`src/rtl/sequence_player.sv`:
```
// ============================================================================
//  Module   : sequence_player
//  Purpose  : Plays entries 0..len-1 of the Simon Says sequence memory onto
//             the LED bus. Each entry is shown ON_CYCLES, then OFF_CYCLES dark.
//             Optional abort input enabled by defining SEQ_PLAYER_ABORT_EN.
//  Revision : 1.0  initial release
// ============================================================================
`default_nettype none

module sequence_player #(
    parameter int WIDTH      = 4,
    parameter int DEPTH_W    = 4,
    parameter int ON_CYCLES  = 8,
    parameter int OFF_CYCLES = 4
) (
    input  logic               clk,
    input  logic               rst,
    input  logic               start,
    input  logic [DEPTH_W:0]   len,
    output logic               rd_en,
    output logic [DEPTH_W-1:0] rd_addr,
    input  logic [WIDTH-1:0]   rd_data,
    output logic [WIDTH-1:0]   led,
    output logic               busy,
    output logic               done
`ifdef SEQ_PLAYER_ABORT_EN
    ,
    input  logic               abort
`endif
);

    localparam int c_MAX_CYC = (ON_CYCLES > OFF_CYCLES) ? ON_CYCLES : OFF_CYCLES;
    localparam int c_CNT_W   = (c_MAX_CYC > 1) ? $clog2(c_MAX_CYC) : 1;

    localparam logic [c_CNT_W-1:0] c_ON_LOAD  = c_CNT_W'(ON_CYCLES - 1);
    localparam logic [c_CNT_W-1:0] c_OFF_LOAD = c_CNT_W'(OFF_CYCLES - 1);
    localparam logic [c_CNT_W-1:0] c_CNT_ONE  = c_CNT_W'(1);
    localparam logic [DEPTH_W:0]   c_MAX_LEN  = {1'b1, {DEPTH_W{1'b0}}};
    localparam logic [DEPTH_W:0]   c_LEN_ONE  = (DEPTH_W + 1)'(1);
    localparam logic [DEPTH_W-1:0] c_IDX_ONE  = DEPTH_W'(1);

    typedef enum logic [2:0] {
        S_IDLE  = 3'd0,
        S_FETCH = 3'd1,
        S_LATCH = 3'd2,
        S_ON    = 3'd3,
        S_OFF   = 3'd4,
        S_DONE  = 3'd5
    } state_t;

    state_t               r_state, w_state_nxt;
    logic [DEPTH_W-1:0]   r_idx,   w_idx_nxt;
    logic [c_CNT_W-1:0]   r_cnt,   w_cnt_nxt;
    logic [DEPTH_W:0]     r_n_len, w_n_len_nxt;
    logic [WIDTH-1:0]     r_led,   w_led_nxt;
    logic                 r_busy,  w_busy_nxt;
    logic                 r_done,  w_done_nxt;
    logic                 w_last;

    assign w_last = ({1'b0, r_idx} == (r_n_len - c_LEN_ONE));

    always_comb begin
        w_state_nxt = r_state;
        w_idx_nxt   = r_idx;
        w_cnt_nxt   = r_cnt;
        w_n_len_nxt = r_n_len;
        w_led_nxt   = r_led;
        w_busy_nxt  = r_busy;
        w_done_nxt  = 1'b0;

        case (r_state)
            S_IDLE: begin
                if (start) begin
                    if (len == '0) begin
                        w_done_nxt = 1'b1;
                    end else begin
                        w_n_len_nxt = (len > c_MAX_LEN) ? c_MAX_LEN : len;
                        w_idx_nxt   = '0;
                        w_busy_nxt  = 1'b1;
                        w_state_nxt = S_FETCH;
                    end
                end
            end
            S_FETCH: w_state_nxt = S_LATCH;
            S_LATCH: begin
                w_led_nxt   = rd_data;
                w_cnt_nxt   = c_ON_LOAD;
                w_state_nxt = S_ON;
            end
            S_ON: begin
                if (r_cnt == '0) begin
                    w_led_nxt   = '0;
                    w_cnt_nxt   = c_OFF_LOAD;
                    w_state_nxt = S_OFF;
                end else begin
                    w_cnt_nxt = r_cnt - c_CNT_ONE;
                end
            end
            S_OFF: begin
                if (r_cnt == '0) begin
                    if (w_last) begin
                        w_busy_nxt  = 1'b0;
                        w_done_nxt  = 1'b1;
                        w_state_nxt = S_DONE;
                    end else begin
                        w_idx_nxt   = r_idx + c_IDX_ONE;
                        w_state_nxt = S_FETCH;
                    end
                end else begin
                    w_cnt_nxt = r_cnt - c_CNT_ONE;
                end
            end
            // Clearing idx here keeps rd_addr at 0 throughout IDLE.
            S_DONE: begin
                w_idx_nxt   = '0;
                w_state_nxt = S_IDLE;
            end
            default: begin
                w_idx_nxt   = '0;
                w_led_nxt   = '0;
                w_busy_nxt  = 1'b0;
                w_state_nxt = S_IDLE;
            end
        endcase

`ifdef SEQ_PLAYER_ABORT_EN
        if (abort && (r_state != S_IDLE)) begin
            w_state_nxt = S_IDLE;
            w_idx_nxt   = '0;
            w_cnt_nxt   = '0;
            w_led_nxt   = '0;
            w_busy_nxt  = 1'b0;
            w_done_nxt  = 1'b0;
        end
`endif
    end

    always_ff @(posedge clk) begin
        if (rst) begin
            r_state <= S_IDLE;
            r_idx   <= '0;
            r_cnt   <= '0;
            r_n_len <= '0;
            r_led   <= '0;
            r_busy  <= 1'b0;
            r_done  <= 1'b0;
        end else begin
            r_state <= w_state_nxt;
            r_idx   <= w_idx_nxt;
            r_cnt   <= w_cnt_nxt;
            r_n_len <= w_n_len_nxt;
            r_led   <= w_led_nxt;
            r_busy  <= w_busy_nxt;
            r_done  <= w_done_nxt;
        end
    end

    assign rd_en   = (r_state == S_FETCH);
    assign rd_addr = r_idx;
    assign led     = r_led;
    assign busy    = r_busy;
    assign done    = r_done;

endmodule

`default_nettype wire

```
`config.mk`:
```
export PLATFORM = sky130hd
export DESIGN_NAME = sequence_player
export DESIGN_NICKNAME = d
export VERILOG_FILES = /design/src/rtl/sequence_player.sv
export SDC_FILE = /design/constraint.sdc
export NUM_CORES = 1
export LEC_CHECK = 0
export BUFFER_PORTS_ARGS = -buffer_cell sky130_fd_sc_hd__buf_2
export CAP_MARGIN = 40
export CORE_MARGIN = 2
export CORE_UTILIZATION = 58
export DETAILED_ROUTE_END_ITERATION = 8
export GPL_ROUTABILITY_DRIVEN = 0
export GPL_TIMING_DRIVEN = 0
export HOLD_SLACK_MARGIN = 0.12
export PLACE_DENSITY_LB_ADDON = 0.1
export SLEW_MARGIN = 5
export SYNTH_ARGS = -nofsm -noshare
export SYNTH_HDL_FRONTEND = slang
export SYNTH_SLANG_ARGS = --single-unit
```
`constraint.sdc`:
```
create_clock -name clk -period 4.37 [get_ports clk]
set_input_delay 1.311 -clock clk [delete_from_list [all_inputs] [get_ports clk]]
set_output_delay 1.311 -clock clk [all_outputs]
set_load 0.05 [all_outputs]
```
==> flow_summary.ini <==
[outcome]
status = complete, no violations

[die]
ioPinCount = 23
initial_core_util_pct = 60.9
dieArea_mm2 = 0.00242
core-area_mm2 = 0.00194
rows = 16
fp.dieW_um = 49.2
fp.dieH_um = 49.2

[finish]
fill_cells = 182
drive_above_1_share_pct = 19.9
area_delta_synth_final_pct = 14.0
num_antenna_cells = 0
fin_nets = 183
design_area_mm2 = 0.00135

[timing]
period_minus_slack_ns = 2.73
rsz0062_at_grt = false
finalCritPeriodShare_pct = 62.4
worst_pin_slew_ns = 0.572
fmax_mhz = 367
setup-violations-final = 0
slew_headroom_pct = 61.5
maxSlewViolCount = 0
setup-tns-final_ns = 0
clock_skew_ns = 0.00425
hold_viol_final = 0

[clock_tree]
ctsResizeCount = 0
cts_setup_buffers = 0
worstSkewPairLatency_ns = 0.31
cts_root_buf = clkbuf_4
ctsHoldBuffers = 0
cts_buffer_depth = 2
cts_sinks = 21
htree_levels = 1
cts_buffers = 3
clkTransAtPathRegs_ns = 0.11
cts_tree = built

[synth]
syn_area_per_cell_um2 = 8.39
synth_warnings = 0
yosysSeqAreaShare_pct = 35.6
netlist_instances = 141
ys_ff_latch = 21
synth.net_count = 157
synth_cell_types = 44
netlist_area_mm2 = 0.00118

[min_path]
hold_class = register to register

[global_routing]
gr-total-overflow = 0
grt_pass1_vias = 1122
grt_max_degree = 12
track_usage_pct = 25.5
grt_pass1_wl_um = 4880
antenna_found_initial = 0

[critical_path]
critPathRequiredTime_ns = 3.06
crit_fanout = 10
arrival_ns = 1.41
startpoint_type = register
worstSetupPathType = register to primary output
critPathCaptureType = primary output

[drt]
drt_wl_total_um = 2750
vias_per_cell = 5.83
drc_errors = 0
vias = 1125
wl_per_cell_um = 14.2
drt_iter0_drc = 17
drtAntennaViolNets = 0
dr.pass1.iters = 4

[flow_run]
maxCapViolCount = 0

[place]
dpl-instance-area_mm2 = 0.00132
dp_hpwl_um = 2070
port_buffers = 21

[power]
vdd_drop_max_uv = 296
leakagePower_nw = 0.542
p_per_area_mw_per_mm2 = 435
finalPower_w = 0.000586
## flip-flops by register name, summed over array words and instances, names as in the netlist
| register | count |
|---|---|
| r_n_len | 5 |
| led | 4 |
| rd_addr | 4 |
| r_cnt | 3 |
| r_state | 3 |
| busy | 1 |
| done | 1 |
## power breakdown
group	switching (W)	internal, W
registers	0.0000210	0.000216
logic	0.000163	0.0000910
clock network	0.0000583	0.0000357
## routing by layer
metal,share of wire (%),track usage [%],wire length [um]
met2,53,46.4,1460
met1,42,29.7,1150
met4,1.4,10.0,38
met3,3.2,3.68,88
met5,0,0,0
## kinds of logic (layout without fill, tap and decap cells)
family,after synthesis,after routing,synth area share (%)
AO/OA/AOI/OAI,38,38,24.7
XOR/XNOR,5,5,3.70
multiplexers,1,1,0.847
buffers and inverters,12,37,4.02
AND/OR/NAND/NOR,60,60,27.0
adder cells (fa/ha/maj),4,4,4.23
flip-flops,21,21,35.6
## cell type report
class	count	area [um^2]	area share [%]
tap	27	33.8	2.51
sequential	21	420	31.2
buffer	7	28.8	2.14
multi-input combinational	108	714	53.0
clock buffer	4	26.3	1.95
inverter	5	18.8	1.39
timing repair buffer	21	105	7.80
## Yosys cell counts (all sizes together)
master	n	share of area, %
a21oi	9	3.8
nor3	3	1.3
ha	4	4.2
o311ai	1	0.74
or4b	1	1.2
inv	5	1.6
a2111oi	1	1.3
nor3b	2	1.3
a32oi	1	0.74
nand3	3	1.3
mux2i	1	0.85
xnor2	4	3.0
o22ai	1	0.53
dfxtp	21	36
o221a	1	0.95
o21ba	1	0.85
nor2	16	5.1
nand2b	4	2.1
and2	1	0.53
and3	1	0.53
clkbuf	6	2.0
or3	2	1.1
a221oi	3	2.8
a31oi	1	0.53
o2111a	1	0.95
o31ai	1	0.64
buf	1	0.42
nand2	14	4.4
and2b	1	0.64
a2bb2oi	2	1.5
nand4b	2	1.5
o21ai	4	1.7
xor2	1	0.74
nor2b	5	2.6
o211ai	5	3.6
a22oi	4	2.5
a21boi	2	1.6
or4	2	1.6
nand3b	3	1.9
## critical path: stages, from the launching register on
cell and delay, ns:
dfxtp_1 0.43, clkbuf_1 0.36, nor2_1 0.09, buf_2 0.22
## path summary, 6_finish.rpt
path	from	end	slack, ns	cells after the start
worst min register to register	r_cnt[0]$_SDFFE_PP0P_	r_cnt[0]$_SDFFE_PP0P_	0.52	1
worst min-delay path	r_cnt[0]$_SDFFE_PP0P_	r_cnt[0]$_SDFFE_PP0P_	0.52	1
worst max register to register	r_n_len[0]$_SDFFE_PP0P_	done$_SDFF_PP0_	2.23	7
worst max-delay path	r_state[1]$_SDFFE_PP0P_	rd_en	1.64	3
## stage by stage
step	hold slack [ns]	cells	util, %	setup slack [ns]
CTS	0.514	193	69.4	1.67
finish	0.519	193	69.4	1.64
detailed placement	0.491	189	68.0	1.45
global placement	0.469	189	68.0	1.46
global route	0.539	193	69.4	1.53
floorplan	0.454	141	-	1.66
## layout by cell type (no fill, tap or decap), types with 2 or more instances in the layout
master     count
clkbuf_1       6
a2bb2oi_1      2
a22oi_1        4
xnor2_1        4
clkbuf_4       3
dfxtp_1       21
or3_1          2
nor3_1         3
nor3b_1        2
o211ai_1       4
a21oi_1        9
nor2_1        16
nand3_1        3
a221oi_1       2
buf_2         22
nand2b_1       4
nor2b_1        5
ha_1           4
nand2_1       14
nand3b_1       3
o21ai_0        4
inv_1          5
nand4b_1       2
Power figures use the tool's default switching activity.
